`src/rtl/mm_bank_pkg.sv`:
```
// Shared types and constants for the m10k bank read path.
package mm_bank_pkg;

   localparam int unsigned BANK_W            = 32;
   localparam int unsigned M10K_READ_LATENCY = 3;

   typedef logic [BANK_W-1:0] bank_word_t;

   typedef enum logic [1:0] {
      IDLE  = 2'd0,
      RUN   = 2'd1,
      DRAIN = 2'd2,
      DONE  = 2'd3
   } stream_state_e;

endpackage

```
`src/rtl/bank_rd_fifo.sv`:
```
// Synchronous first-word-fall-through FIFO holding returned bank rows.
module bank_rd_fifo #(
   parameter  int unsigned DEPTH = 4,
   parameter  int unsigned DW    = 129,
   localparam int unsigned CW    = $clog2(DEPTH + 1),
   localparam int unsigned PW    = $clog2(DEPTH)
) (
   input  logic          clk,
   input  logic          rst_n,
   input  logic          push,
   input  logic [DW-1:0] push_data,
   input  logic          pop,
   output logic [DW-1:0] pop_data,
   output logic [CW-1:0] count,
   output logic          empty
);

   logic [DW-1:0] mem [DEPTH];
   logic [PW-1:0] wr_ptr;
   logic [PW-1:0] rd_ptr;

   function automatic logic [PW-1:0] ptr_inc(input logic [PW-1:0] p);
      return (p == PW'(DEPTH - 1)) ? '0 : p + PW'(1);
   endfunction

   always_ff @(posedge clk or negedge rst_n) begin
      if (!rst_n) begin
         for (int i = 0; i < DEPTH; i++) mem[i] <= '0;
         wr_ptr <= '0;
         rd_ptr <= '0;
         count  <= '0;
      end else begin
         if (push) begin
            mem[wr_ptr] <= push_data;
            wr_ptr      <= ptr_inc(wr_ptr);
         end
         if (pop) rd_ptr <= ptr_inc(rd_ptr);
         case ({push, pop})
            2'b10:   count <= count + CW'(1);
            2'b01:   count <= count - CW'(1);
            default: count <= count;
         endcase
      end
   end

   assign pop_data = mem[rd_ptr];
   assign empty    = (count == '0);

endmodule

```
`src/rtl/bank_read_streamer.sv`:
```
// Streams consecutive rows from all m10k banks as valid/ready beats.
// Optional stall_cycles counter enabled by BANK_STREAM_STALL_CNT_EN.
module bank_read_streamer
   import mm_bank_pkg::*;
#(
   parameter  int unsigned N_BANKS        = 4,
   parameter  int unsigned W              = BANK_W,
   parameter  int unsigned DEPTH_PER_BANK = 16,
   parameter  int unsigned READ_LATENCY   = M10K_READ_LATENCY,
   parameter  int unsigned FIFO_DEPTH     = 4,
   localparam int unsigned AW             = $clog2(DEPTH_PER_BANK)
) (
   input  logic                  clk,
   input  logic                  rst_n,
   input  logic                  start,
   input  logic [AW-1:0]         base_addr,
   input  logic [AW:0]           count,
   output logic                  busy,
   output logic                  done,
   output logic [N_BANKS-1:0]    b_en,
   output logic [N_BANKS*AW-1:0] b_addr,
   input  logic [N_BANKS*W-1:0]  b_dout,
   output logic                  m_valid,
   input  logic                  m_ready,
   output logic [N_BANKS*W-1:0]  m_data,
   output logic                  m_last
`ifdef BANK_STREAM_STALL_CNT_EN
   ,
   output logic [31:0]           stall_cycles
`endif
);

   localparam int unsigned DW = N_BANKS * W;
   localparam int unsigned CW = $clog2(FIFO_DEPTH + 1);

   if (FIFO_DEPTH < 2) begin : g_bad_fifo_depth
      $error("bank_read_streamer: FIFO_DEPTH must be at least 2");
   end

   stream_state_e           state_q, state_d;
   logic                    issue_c, last_c;
   logic [AW-1:0]           issue_addr_c;
   logic [AW:0]             cur_idx_c, cur_cnt_c;
   logic [31:0]             occ_c;
   logic [AW-1:0]           addr_q, b_addr_q;
   logic [AW:0]             issued_q, count_q;
   logic                    en_q, last_q;
   logic [READ_LATENCY-1:0] pipe_v, pipe_l;
   logic [CW-1:0]           fifo_count;
   logic                    fifo_empty, pop_c;
   logic [DW:0]             fifo_out;

   function automatic logic [AW-1:0] addr_inc(input logic [AW-1:0] a);
      return (a == AW'(DEPTH_PER_BANK - 1)) ? '0 : a + AW'(1);
   endfunction

   always_ff @(posedge clk or negedge rst_n) begin
      if (!rst_n) state_q <= IDLE;
      else        state_q <= state_d;
   end

   // Issue decision: every read in flight (b_en stage, pipe, FIFO) holds a FIFO slot.
   always_comb begin
      state_d      = state_q;
      issue_c      = 1'b0;
      cur_idx_c    = (state_q == IDLE) ? '0 : issued_q;
      cur_cnt_c    = (state_q == IDLE) ? count : count_q;
      issue_addr_c = (state_q == IDLE) ? base_addr : addr_q;
      last_c       = ((cur_idx_c + (AW+1)'(1)) == cur_cnt_c);
      occ_c        = 32'(en_q) + 32'($countones(pipe_v)) + 32'(fifo_count) - 32'(pop_c);
      case (state_q)
         IDLE: begin
            if (start) begin
               if (count == '0) begin
                  state_d = DONE;
               end else begin
                  issue_c = 1'b1;
                  state_d = RUN;
               end
            end
         end
         RUN: begin
            if (issued_q == count_q) begin
               state_d = DRAIN;
            end else if (occ_c < FIFO_DEPTH) begin
               issue_c = 1'b1;
               if (last_c) state_d = DRAIN;
            end
         end
         DRAIN: begin
            if (fifo_empty && !en_q && (pipe_v == '0)) state_d = DONE;
         end
         DONE:    state_d = IDLE;
         default: state_d = IDLE;
      endcase
   end

   always_ff @(posedge clk or negedge rst_n) begin
      if (!rst_n) begin
         addr_q   <= '0;
         b_addr_q <= '0;
         issued_q <= '0;
         count_q  <= '0;
         en_q     <= 1'b0;
         last_q   <= 1'b0;
         busy     <= 1'b0;
         done     <= 1'b0;
      end else begin
         en_q   <= issue_c;
         last_q <= issue_c & last_c;
         busy   <= (state_d == RUN) || (state_d == DRAIN);
         done   <= (state_d == DONE);
         if (state_q == IDLE && start) count_q <= count;
         if (issue_c) begin
            b_addr_q <= issue_addr_c;
            addr_q   <= addr_inc(issue_addr_c);
            issued_q <= cur_idx_c + (AW+1)'(1);
         end else if (state_q == IDLE) begin
            issued_q <= '0;
         end
      end
   end

   // Valid/last shift register matching the bank read latency.
   always_ff @(posedge clk or negedge rst_n) begin
      if (!rst_n) begin
         pipe_v <= '0;
         pipe_l <= '0;
      end else begin
         pipe_v[0] <= en_q;
         pipe_l[0] <= en_q & last_q;
         for (int i = 1; i < READ_LATENCY; i++) begin
            pipe_v[i] <= pipe_v[i-1];
            pipe_l[i] <= pipe_l[i-1];
         end
      end
   end

   bank_rd_fifo #(
      .DEPTH (FIFO_DEPTH),
      .DW    (DW + 1)
   ) u_fifo (
      .clk       (clk),
      .rst_n     (rst_n),
      .push      (pipe_v[READ_LATENCY-1]),
      .push_data ({pipe_l[READ_LATENCY-1], b_dout}),
      .pop       (pop_c),
      .pop_data  (fifo_out),
      .count     (fifo_count),
      .empty     (fifo_empty)
   );

   assign pop_c   = m_valid & m_ready;
   assign m_valid = ~fifo_empty;
   assign m_data  = fifo_out[DW-1:0];
   assign m_last  = fifo_out[DW];
   assign b_en    = {N_BANKS{en_q}};
   assign b_addr  = {N_BANKS{b_addr_q}};

`ifdef BANK_STREAM_STALL_CNT_EN
   always_ff @(posedge clk or negedge rst_n) begin
      if (!rst_n) begin
         stall_cycles <= '0;
      end else if (state_q == IDLE && start) begin
         stall_cycles <= '0;
      end else if (m_valid && !m_ready && (stall_cycles != 32'hFFFF_FFFF)) begin
         stall_cycles <= stall_cycles + 32'd1;
      end
   end
`endif

endmodule

```
`config.mk`:
```
export PLATFORM = sky130hd
export DESIGN_NAME = bank_read_streamer
export DESIGN_NICKNAME = d
export VERILOG_FILES = /design/src/rtl/mm_bank_pkg.sv /design/src/rtl/bank_rd_fifo.sv /design/src/rtl/bank_read_streamer.sv
export SDC_FILE = /design/constraint.sdc
export NUM_CORES = 1
export LEC_CHECK = 0
export BUFFER_PORTS_ARGS = -buffer_cell sky130_fd_sc_hd__buf_2
export CAP_MARGIN = 0
export CORE_ASPECT_RATIO = 0.9
export CORE_MARGIN = 1.5
export CORE_UTILIZATION = 45
export CTS_BUF_LIST = sky130_fd_sc_hd__clkbuf_8
export DETAILED_ROUTE_END_ITERATION = 6
export GPL_TIMING_DRIVEN = 1
export PLACE_DENSITY_LB_ADDON = 0.15
export SLEW_MARGIN = 0
export SYNTH_ARGS = -nofsm -noshare
export SYNTH_HDL_FRONTEND = slang
export SYNTH_HIERARCHICAL = 1
export SYNTH_SLANG_ARGS = --single-unit
```
`constraint.sdc`:
```
create_clock -name clk -period 5.9 [get_ports clk]
set_input_delay 1.77 -clock clk [delete_from_list [all_inputs] [get_ports clk]]
set_output_delay 1.77 -clock clk [all_outputs]
set_load 0.01 [all_outputs]
```
**After elaboration in Yosys (flattened, before gate mapping)**

Cells that the tools add are included.

- Flip-flop bits (word level): 553
- Input bits: 141
- Word-level logic and storage cells: 89

- Multiplexer cells: 26
- Equality and inequality tests: 13
- Bitwise operators: 6
- $lt $le $gt $ge: 4
- Add/subtract/negate cells: 11
- Reduce and logical (&&, ||, !) cells: 11

Operators by type and width:

| operator | count |
|---|---|
| 516-bit bitwise mux | 1 |
| 129-bit two-way mux | 3 |
| 129-bit binary-select mux with 2-bit select | 1 |
| 129-bit demux with 2-bit select | 1 |
| 32-bit by 3-bit < comparator with 1-bit output, second input constant | 1 |
| 2-bit two-way mux | 8 |
| 5-bit two-way mux | 3 |
| 2-bit equality test, second input constant | 7 |
| 5-bit equality test | 2 |
| 4-bit two-way mux | 2 |
| 2-bit one-hot mux with 4 select lines | 1 |
| 2-bit by 1-bit equality test with 1-bit output, second input constant | 3 |
| 3-bit >= comparator, second input constant | 2 |
| 3-bit logical NOT | 2 |
| 2-bit inverter with 3-bit output | 2 |
| 3-bit one-hot mux with 2 select lines | 1 |
| 5-bit by 1-bit subtractor with 6-bit output | 1 |
| 4-bit by 3-bit adder with 5-bit output | 1 |
| 5-bit by 1-bit adder with 5-bit output, second input constant | 1 |
| 5-bit logical NOT | 1 |
| 1-bit by 3-bit adder with 4-bit output | 1 |
| 2-bit by 1-bit adder with 2-bit output, second input constant | 2 |
| 4-bit by 1-bit adder with 4-bit output, second input constant | 1 |
| 4-bit equality test, second input constant | 1 |
| other kinds (14) | 22 |

**Depth between registers and ports, before layout**

Gate-level depths: netlist of the first run.

- Depth after elaboration: 11
- Depth in mapped cells: 12
- Mapped depth without buffers: 12

**By module**

The synthesis of the first run kept the hierarchy.

By module, submodules not included:

| module | cells each | seq. area each (um^2) | area an instance (um^2) | times used |
|---|---|---|---|---|
| bank_rd_fifo | 1283 | 13087.6 | 22800.6 | 1 |
| bank_read_streamer | 170 | 750.7 | 1879.3 | 1 |

**Least setup slack after synthesis of the first run**

Ideal clock, no wire load.

- Path kind: input-to-reg
- Start: in m_ready
- End: reg busy
- Stages on the path: 11
- Setup slack: 1.532 ns
- Data required time: 5.774 ns
- Setup time: 0.126 ns
- Arrival time: 4.242 ns
- Path buffers: 0
- Cells stage by stage: nor2b_1 > ha_1 > fa_1 > inv_1 > ha_1 > a21o_1 > nand2_1 > a32o_1 > nand4_1 > a221o_1 > ha_1

- Longest elaborated chain between the ends: 8
- Elaborated cells on any way between the ends: 9

Ends and longest elaborated chain:

| element | line | source |
|---|---|---|
| from (decl) | bank_read_streamer.sv:24 | `input logic m_ready,` |
| 1-bit AND (*) | bank_read_streamer.sv:153 | `assign pop_c = m_valid & m_ready;` |
| 5-bit by 1-bit subtractor with 6-bit output (*) | bank_read_streamer.sv:70 | `occ_c = 32'(en_q) + 32'($countones(pipe_v)) + 32'(fifo_count) - 32'(pop_c);` |
| 32-bit by 3-bit < comparator with 1-bit output (*) | bank_read_streamer.sv:85 | `end else if (occ_c < FIFO_DEPTH) begin` |
| 2-bit two-way mux (*) | bank_read_streamer.sv:85 |  |
| 2-bit two-way mux (*) | bank_read_streamer.sv:83 | `if (issued_q == count_q) begin` |
| 2-bit one-hot mux with 4 select lines (*) | bank_read_streamer.sv:71 | `case (state_q)` |
| net state_d[0] | bank_read_streamer.sv:40 | `stream_state_e state_q, state_d;` |
| 2-bit by 1-bit equality test with 1-bit output / 2-bit equality test (equally long branches) | bank_read_streamer.sv:111 | `busy <= (state_d == RUN) \|\| (state_d == DRAIN);` |
| 1-bit logical OR (*) | bank_read_streamer.sv:111 |  |
| to (signal assigned) | bank_read_streamer.sv:111 |  |
| to (decl) | bank_read_streamer.sv:18 | `output logic busy,` |

Mark *: on every way through the listed nets, which the timed path passes. The rest lies on a longest branch.
A chain may end at the register's enable or synchronous reset.

**Worst setup path after layout of the first run**

- Start: reg u_fifo.rd_ptr[0]
- End: out m_data[56]

- Longest elaborated chain between the ends: 4

Ends and longest elaborated chain:

| element | line | source |
|---|---|---|
| from (decl) | bank_rd_fifo.sv:20 | `logic [PW-1:0] rd_ptr;` |
| from (signal assigned) | bank_rd_fifo.sv:37 | `if (pop) rd_ptr <= ptr_inc(rd_ptr);` |
| 2-bit inverter with 3-bit output (implied by the code) | bank_rd_fifo.sv:46 | `assign pop_data = mem[rd_ptr];` |
| 129-bit binary-select mux with 2-bit select | bank_rd_fifo.sv:46 |  |
| 129-bit two-way mux (implied by the code) (2 in series) | bank_rd_fifo.sv:46 |  |
| to (decl) | bank_read_streamer.sv:25 | `output logic [N_BANKS*W-1:0] m_data,` |

Every way passes these cells. The select of a mux whose other input is x is not followed.

==> results of run 1 <==
stage by stage:
| step | power, W | hold WS (ns) |
|---|---|---|
| floorplan | 0.01186 | 0.3312 |
| global placement | 0.01382 | 0.3421 |
| detailed placement | 0.01405 | 0.3470 |
| CTS | 0.01753 | 0.3540 |
| global route | 0.01840 | 0.3607 |
| finish | 0.01725 | 0.3513 |
worst max-delay path, stage by stage (launching register included):
cell	delay (ns)
dfrtp_4	0.93
buf_4	0.42
mux4_2	0.56
buf_2	0.16
sequential cells by signal, indices dropped and copies added (netlist names), 2 cells and up:
register,cells
u_fifo/mem,516
count_q,5
issued_q,5
addr_q,4
b_addr_q,4
pipe_l,3
pipe_v,3
u_fifo/count,3
state_q,2
u_fifo/rd_ptr,2
u_fifo/wr_ptr,2
synth_stat cells, types with 2 or more instances:
cell and instances:
dfrtp_1 553, mux2_2 528, mux4_2 129, buf_6 55, buf_2 24, buf_4 22, inv_1 19, ha_1 16
nand2_1 15, mux2i_1 7, o21ai_0 7, xnor2_1 7, xor2_1 7, nor2_1 5, a41oi_1 3, and2_1 3
buf_1 3, mux2_4 3, nand4_1 3, a21bo_2 2, a21o_1 2, a221oi_1 2, a31oi_1 2, and4_1 2
fa_1 2, nand3_1 2, nor4b_1 2, o211ai_1 2, o21bai_1 2
logic make-up after synthesis:
kind of cell,after synthesis,share of synthesized area
multiplexers,667,0.3633
buffers and inverters,124,0.04015
AO/OA/AOI/OAI,33,0.01141
XOR/XNOR,14,0.004968
flip-flops,553,0.5607
adder cells (fa/ha/maj),18,0.009734
AND/OR/NAND/NOR,44,0.009735
area by class of cell:
cell class	count	area [µm²]
Multi-Input combinational cell	776	9881
Sequential cell	553	13850
Clock buffer	118	1624
Antenna cell	2	5.005
Fill cell	4624	25890
Clock inverter	51	265.3
Tap cell	705	882.1
Inverter	19	71.32
Timing Repair Buffer	316	1752
worst min path at each step:
stage	to	slack [ns]	cells after the start
floorplan	pipe_l[1]$_DFF_PN0_	0.33	0
global placement	pipe_l[2]$_DFF_PN0_	0.34	0
detailed placement	pipe_l[2]$_DFF_PN0_	0.35	0
CTS	pipe_l[2]$_DFF_PN0_	0.35	0
global route	pipe_l[2]$_DFF_PN0_	0.36	0
finish	pipe_l[2]$_DFF_PN0_	0.35	0
layer usage:
metal	vias to the layer above	part of all wire	routed length (µm)	global-route usage
met5	-	0.0016	84	0
met4	14	0.019	1002	0.05625
met3	99	0.061	3184	0.05856
met2	276	0.49	25620	0.3087
met1	7274	0.43	22550	0.2466
li1	6033	-	-	-
report_power, final:
part	leakage, nW	internal, W	switching (W)
clock network	1.10	0.00184	0.00154
registers	6.48	0.00572	0.00105
logic	4.93	0.00407	0.00303
==> flow_summary.toml, run 1 <==
[sta]
fmax_mhz = 221.0
final_critical_path_time_including_i_o_delays_and_setup_ns = 4.526
timing.final.hold_violations = 0
setup_viol = 0
setup_tns_ns = 0
rsz0062_at_grt = "false"
final-max-slew-violation-count = 0
max_slew_margin = 0.2861
worst_setup_slack_final_ns = 1.374
worst_slew_pin_slew_ns = 1.071
timing.clock.skew_ns = 0.02788
period_share = 0.7671

[clocking]
cts-hold-fix-buffers = 0
cts.repair_timing.setup_buffer_count = 0
htree_num_levels = 3
cts_repair_resize_count = 0
max-clock-path-buffers = 3
cts_num_sinks = 553
clk_transition_reported_paths_ns = 0.06
tritoncts.num_buffers = 92
cts.root.buffer_cell = "clkbuf_8"
clk_latency_ns = 0.68
tritoncts = "yes"

[critical_path]
worst_ep_arrival_time_ns = 2.76
critical_path.reg2reg.endpoint = "busy$_DFF_PN0_"
cp-endpoint = "m_data[56]"
r2r.worst_path.cells = 12
worstSetupStartpointType = "register"
timing.critical_path.from = "u_fifo/rd_ptr[0]$_DFFE_PN0P_"
critPathCaptureType = "output pin"
worst_r2r_startpoint = "u_fifo/count[1]$_DFFE_PN0P_"
critPathKind = "reg2out"
ff2ff_setup_slack_ns = 2.34
required_ns = 4.13
path_max_fanout = 35

[cells_and_area]
design_area_mm2 = 0.02833
final_net_count = 1917
layout.cells.most_common_list = "dfrtp_1, mux2_2, buf_2"
final_common_cell = "dfrtp_1"
flow.area_growth_from_synthesis_pct = 14.77
final_util = 0.5224
layout-drive-gt1-share = 0.6116
stdcell_count = 2540

[floorplan]
die_x_um = 249.9
floorplan.rows = 81
num_io_pins = 293
dieArea_mm2 = 0.05626
fp.dieH_um = 225.2
start_util = 0.4552
core_mm2 = 0.05422

[detailed_routing]
antenna_left = 0
route.detailed.drc = 0
route.detailed.vias_per_inst = 5.392
drt-pass1-iter-count = 4
wl_per_cell_um = 20.65
route.final.wire_length_mm = 52.44
dr.first_iter.drc_count = 569
routed-via-count = 13696

[min_path]
worstHoldPathType = "reg2reg"
min-delay-start = "pipe_l[1]$_DFF_PN0_"

[synth]
async_flop_share = 1.000
netlist_instances = 1453
yosys.area.top_type_share = 0.5607
count_of_flip_flops_with_a_built_in_enable_after_synthesis = 0
yosysTopAreaCell = "dfrtp_1"
synth_top_cells_by_area = "dfrtp_1, mux2_2, mux4_2, buf_6, ha_1"
post_synth_instance_area_mm2 = 0.02468
synth_ff_type = "dfrtp_1"
seq_area_frac_synth = 0.5607
synth_area_per_cell_um2 = 16.99
synth_fp_nets = 1612
synthesis.yosys.warnings = 6
postSynthRegisterBits = 553
yosysUniqueCellTypes = 53

[placed_design]
dp_worst_setup_slack_ns = 1.191
placement.io_buffers = 292
placed_cells_incl_taps = 2369
dpl.hpwl_mm = 31.87
post_dp_cell_area_mm2 = 0.02643
last_weighted_congestion_value_of_the_routability_driven_placer = 0.7623

[grt]
grt_overflow = 0
gr-usage-all-layers = 0.1903
number_of_antenna_violations_at_the_first_check_in_global_routing = 9
first_global_vias = 14931
grt_max_degree = 116
global_route_wire_length_before_repair_mm = 83.63

[outcome]
outcome = "finished clean"

[flow_run]
maxCapViolations = 0

[pwr]
pwr_density_cell_mw_per_mm2 = 608.8
p_leak_nw = 12.52
peakVddDrop_mv = 0.2820
Note: power is estimated with default switching activity, not from simulation.
==> run 2, diff against run 1 <==
- clock period: 5.9 -> 4.69 ns (I/O delays scaled with it)
==> flow_summary.toml, run 2 (synthesis gave the netlist of run 1 again) <==
[detailed_routing]
route.detailed.drc = 0
dr.first_iter.drc_count = 478
antenna_left = 0
drt-pass1-iter-count = 4
route.detailed.vias_per_inst = 5.407
wl_per_cell_um = 20.71
routed-via-count = 13771
route.final.wire_length_mm = 52.75

[clocking]
cts_num_sinks = 553
htree_num_levels = 3
cts.repair_timing.setup_buffer_count = 0
clk_transition_reported_paths_ns = 0.07
cts_repair_resize_count = 0
clk_latency_ns = 0.67
max-clock-path-buffers = 3
cts-hold-fix-buffers = 0
tritoncts.num_buffers = 93
tritoncts = "yes"
cts.root.buffer_cell = "clkbuf_8"

[cells_and_area]
flow.area_growth_from_synthesis_pct = 15.74
final_net_count = 1927
layout.cells.most_common_list = "dfrtp_1, mux2_2, buf_2"
largest_register_ff_count = 516
max_flop_register = "u_fifo/mem"
layout-drive-gt1-share = 0.6199
largest_registers = "u_fifo/mem (516), count_q (5), issued_q (5)"
final_common_cell = "dfrtp_1"

[sta]
final_critical_path_time_including_i_o_delays_and_setup_ns = 3.961
max_slew_margin = 0.3525
worst_slew_pin_slew_ns = 0.9713
timing.clock.skew_ns = 0.01433
timing.final.hold_violations = 0
fmax_mhz = 252.5
final-max-slew-violation-count = 0
setup_tns_ns = 0
rsz0062_at_grt = "false"
setup_viol = 0
period_share = 0.8446

[min_path]
whs_path_depth = 0
worstHoldPathType = "reg2reg"
worst_hold_path.endpoint = "pipe_l[2]$_DFF_PN0_"
min-delay-start = "pipe_l[1]$_DFF_PN0_"

[critical_path]
worst_r2r_startpoint = "u_fifo/count[1]$_DFFE_PN0P_"
critPathMaxStageDelay_ns = 0.76
worst_ep_arrival_time_ns = 2.55
worstPathBufferInverterCount = 2
critical-path-top-delay-family = "flip-flops"
r2r.worst_path.cells = 12
critPathCaptureType = "output pin"
critical-path-slowest-cell = "dfrtp_4"
worstSetupStartpointType = "register"
required_ns = 3.28
ff2ff_setup_slack_ns = 1.20
critical_path.reg2reg.endpoint = "busy$_DFF_PN0_"
path_max_fanout = 21
critPathKind = "reg2out"
crit_path_cell_trace = "buf_4 -> mux4_2 -> buf_2"

[pwr]
p_total_w = 0.02194
peakVddDrop_mv = 0.3543
pwr_density_cell_mw_per_mm2 = 768.2
p_leak_nw = 12.60

[placed_design]
placement.io_buffers = 292
dpl.hpwl_mm = 32.91
last_weighted_congestion_value_of_the_routability_driven_placer = 0.7676

[flow_run]
maxCapViolations = 0

[floorplan]
dieArea_mm2 = 0.05626
start_util = 0.4552
die_x_um = 249.9
num_io_pins = 293
fp.dieH_um = 225.2
core_mm2 = 0.05422
floorplan.rows = 81

[grt]
first_global_vias = 15191
grt_overflow = 0
grt_max_degree = 110
global_route_wire_length_before_repair_mm = 84.99
number_of_antenna_violations_at_the_first_check_in_global_routing = 9
gr-usage-all-layers = 0.1926

[outcome]
outcome = "finished clean"
## run 2: changes by cell type in the layout (fill, tap and decap cells not counted), sizes merged
cell,previous run,this run
buf,316,325
clkbuf,118,131
clkinv,4,6
clkinvlp,4,2
diode,2,3
inv,61,45
## run 2: report_power, final
part	switching (W)	internal, W	leakage [nW]
Clock	0.00193	0.00252	1.12
Sequential	0.00129	0.00720	6.48
Combinational	0.00386	0.00515	5.00
Total	0.00708	0.0149	12.6
## run 2: worst reg2reg max path: stages, from the launching register on
cell and delay (ns):
dfrtp_1 0.41, nor3_1 0.45, nor2b_1 0.13, ha_1 0.31, fa_1 0.48, inv_1 0.04, ha_1 0.25, a21o_1 0.19
nand2_1 0.12, a32o_1 0.19, nand4_1 0.14, a221o_1 0.35, ha_1 0.30
## run 2: area by class of cell
class	instances	area (µm²)
diodes	3	7.507
multi-input cells	776	9881
fillers	4510	25660
clock buffers	131	1803
repair buffers	325	1894
clock inverters	35	180.2
well taps	705	882.1
inverters	19	71.32
flip-flops and latches	553	13850
## run 2: metrics by stage
step                        util  worst slack (ns)  instances  area (µm²)  hold WS [ns]
after global placement    0.4901            0.5361       2378       26570        0.3441
after detailed placement  0.4901            0.5205       2378       26570        0.3448
after CTS                 0.5267            0.5714       2544       28560        0.3675
after global routing      0.5267            0.5185       2545       28560        0.3709
final                     0.5268            0.7290       2547       28560        0.3587
after floorplan                -            0.6847       1453       24680        0.3312
## run 2: worst max-delay path by stage
stage | start | endpoint | slack (ns) | depth (start not counted)
after detailed placement | m_ready | busy$_DFF_PN0_ | 0.52 | 12
after global placement | m_ready | b_addr_q[2]$_DFFE_PN0N_ | 0.54 | 11
after floorplan | m_ready | busy$_DFF_PN0_ | 0.68 | 11
after CTS | u_fifo/rd_ptr[0]$_DFFE_PN0P_ | m_data[40] | 0.57 | 3
final | u_fifo/rd_ptr[0]$_DFFE_PN0P_ | m_data[41] | 0.73 | 3
after global routing | u_fifo/rd_ptr[0]$_DFFE_PN0P_ | m_data[36] | 0.52 | 3
## run 2: layer usage
| metal | vias to the layer above | track usage | wire, µm | part of all wire |
|---|---|---|---|---|
| li1 | 6070 | - | - | - |
| met1 | 7303 | 0.2504 | 22730 | 0.43 |
| met2 | 290 | 0.3108 | 25470 | 0.48 |
| met3 | 94 | 0.06087 | 3305 | 0.063 |
| met4 | 14 | 0.05547 | 1141 | 0.022 |
| met5 | - | 0 | 92 | 0.0017 |
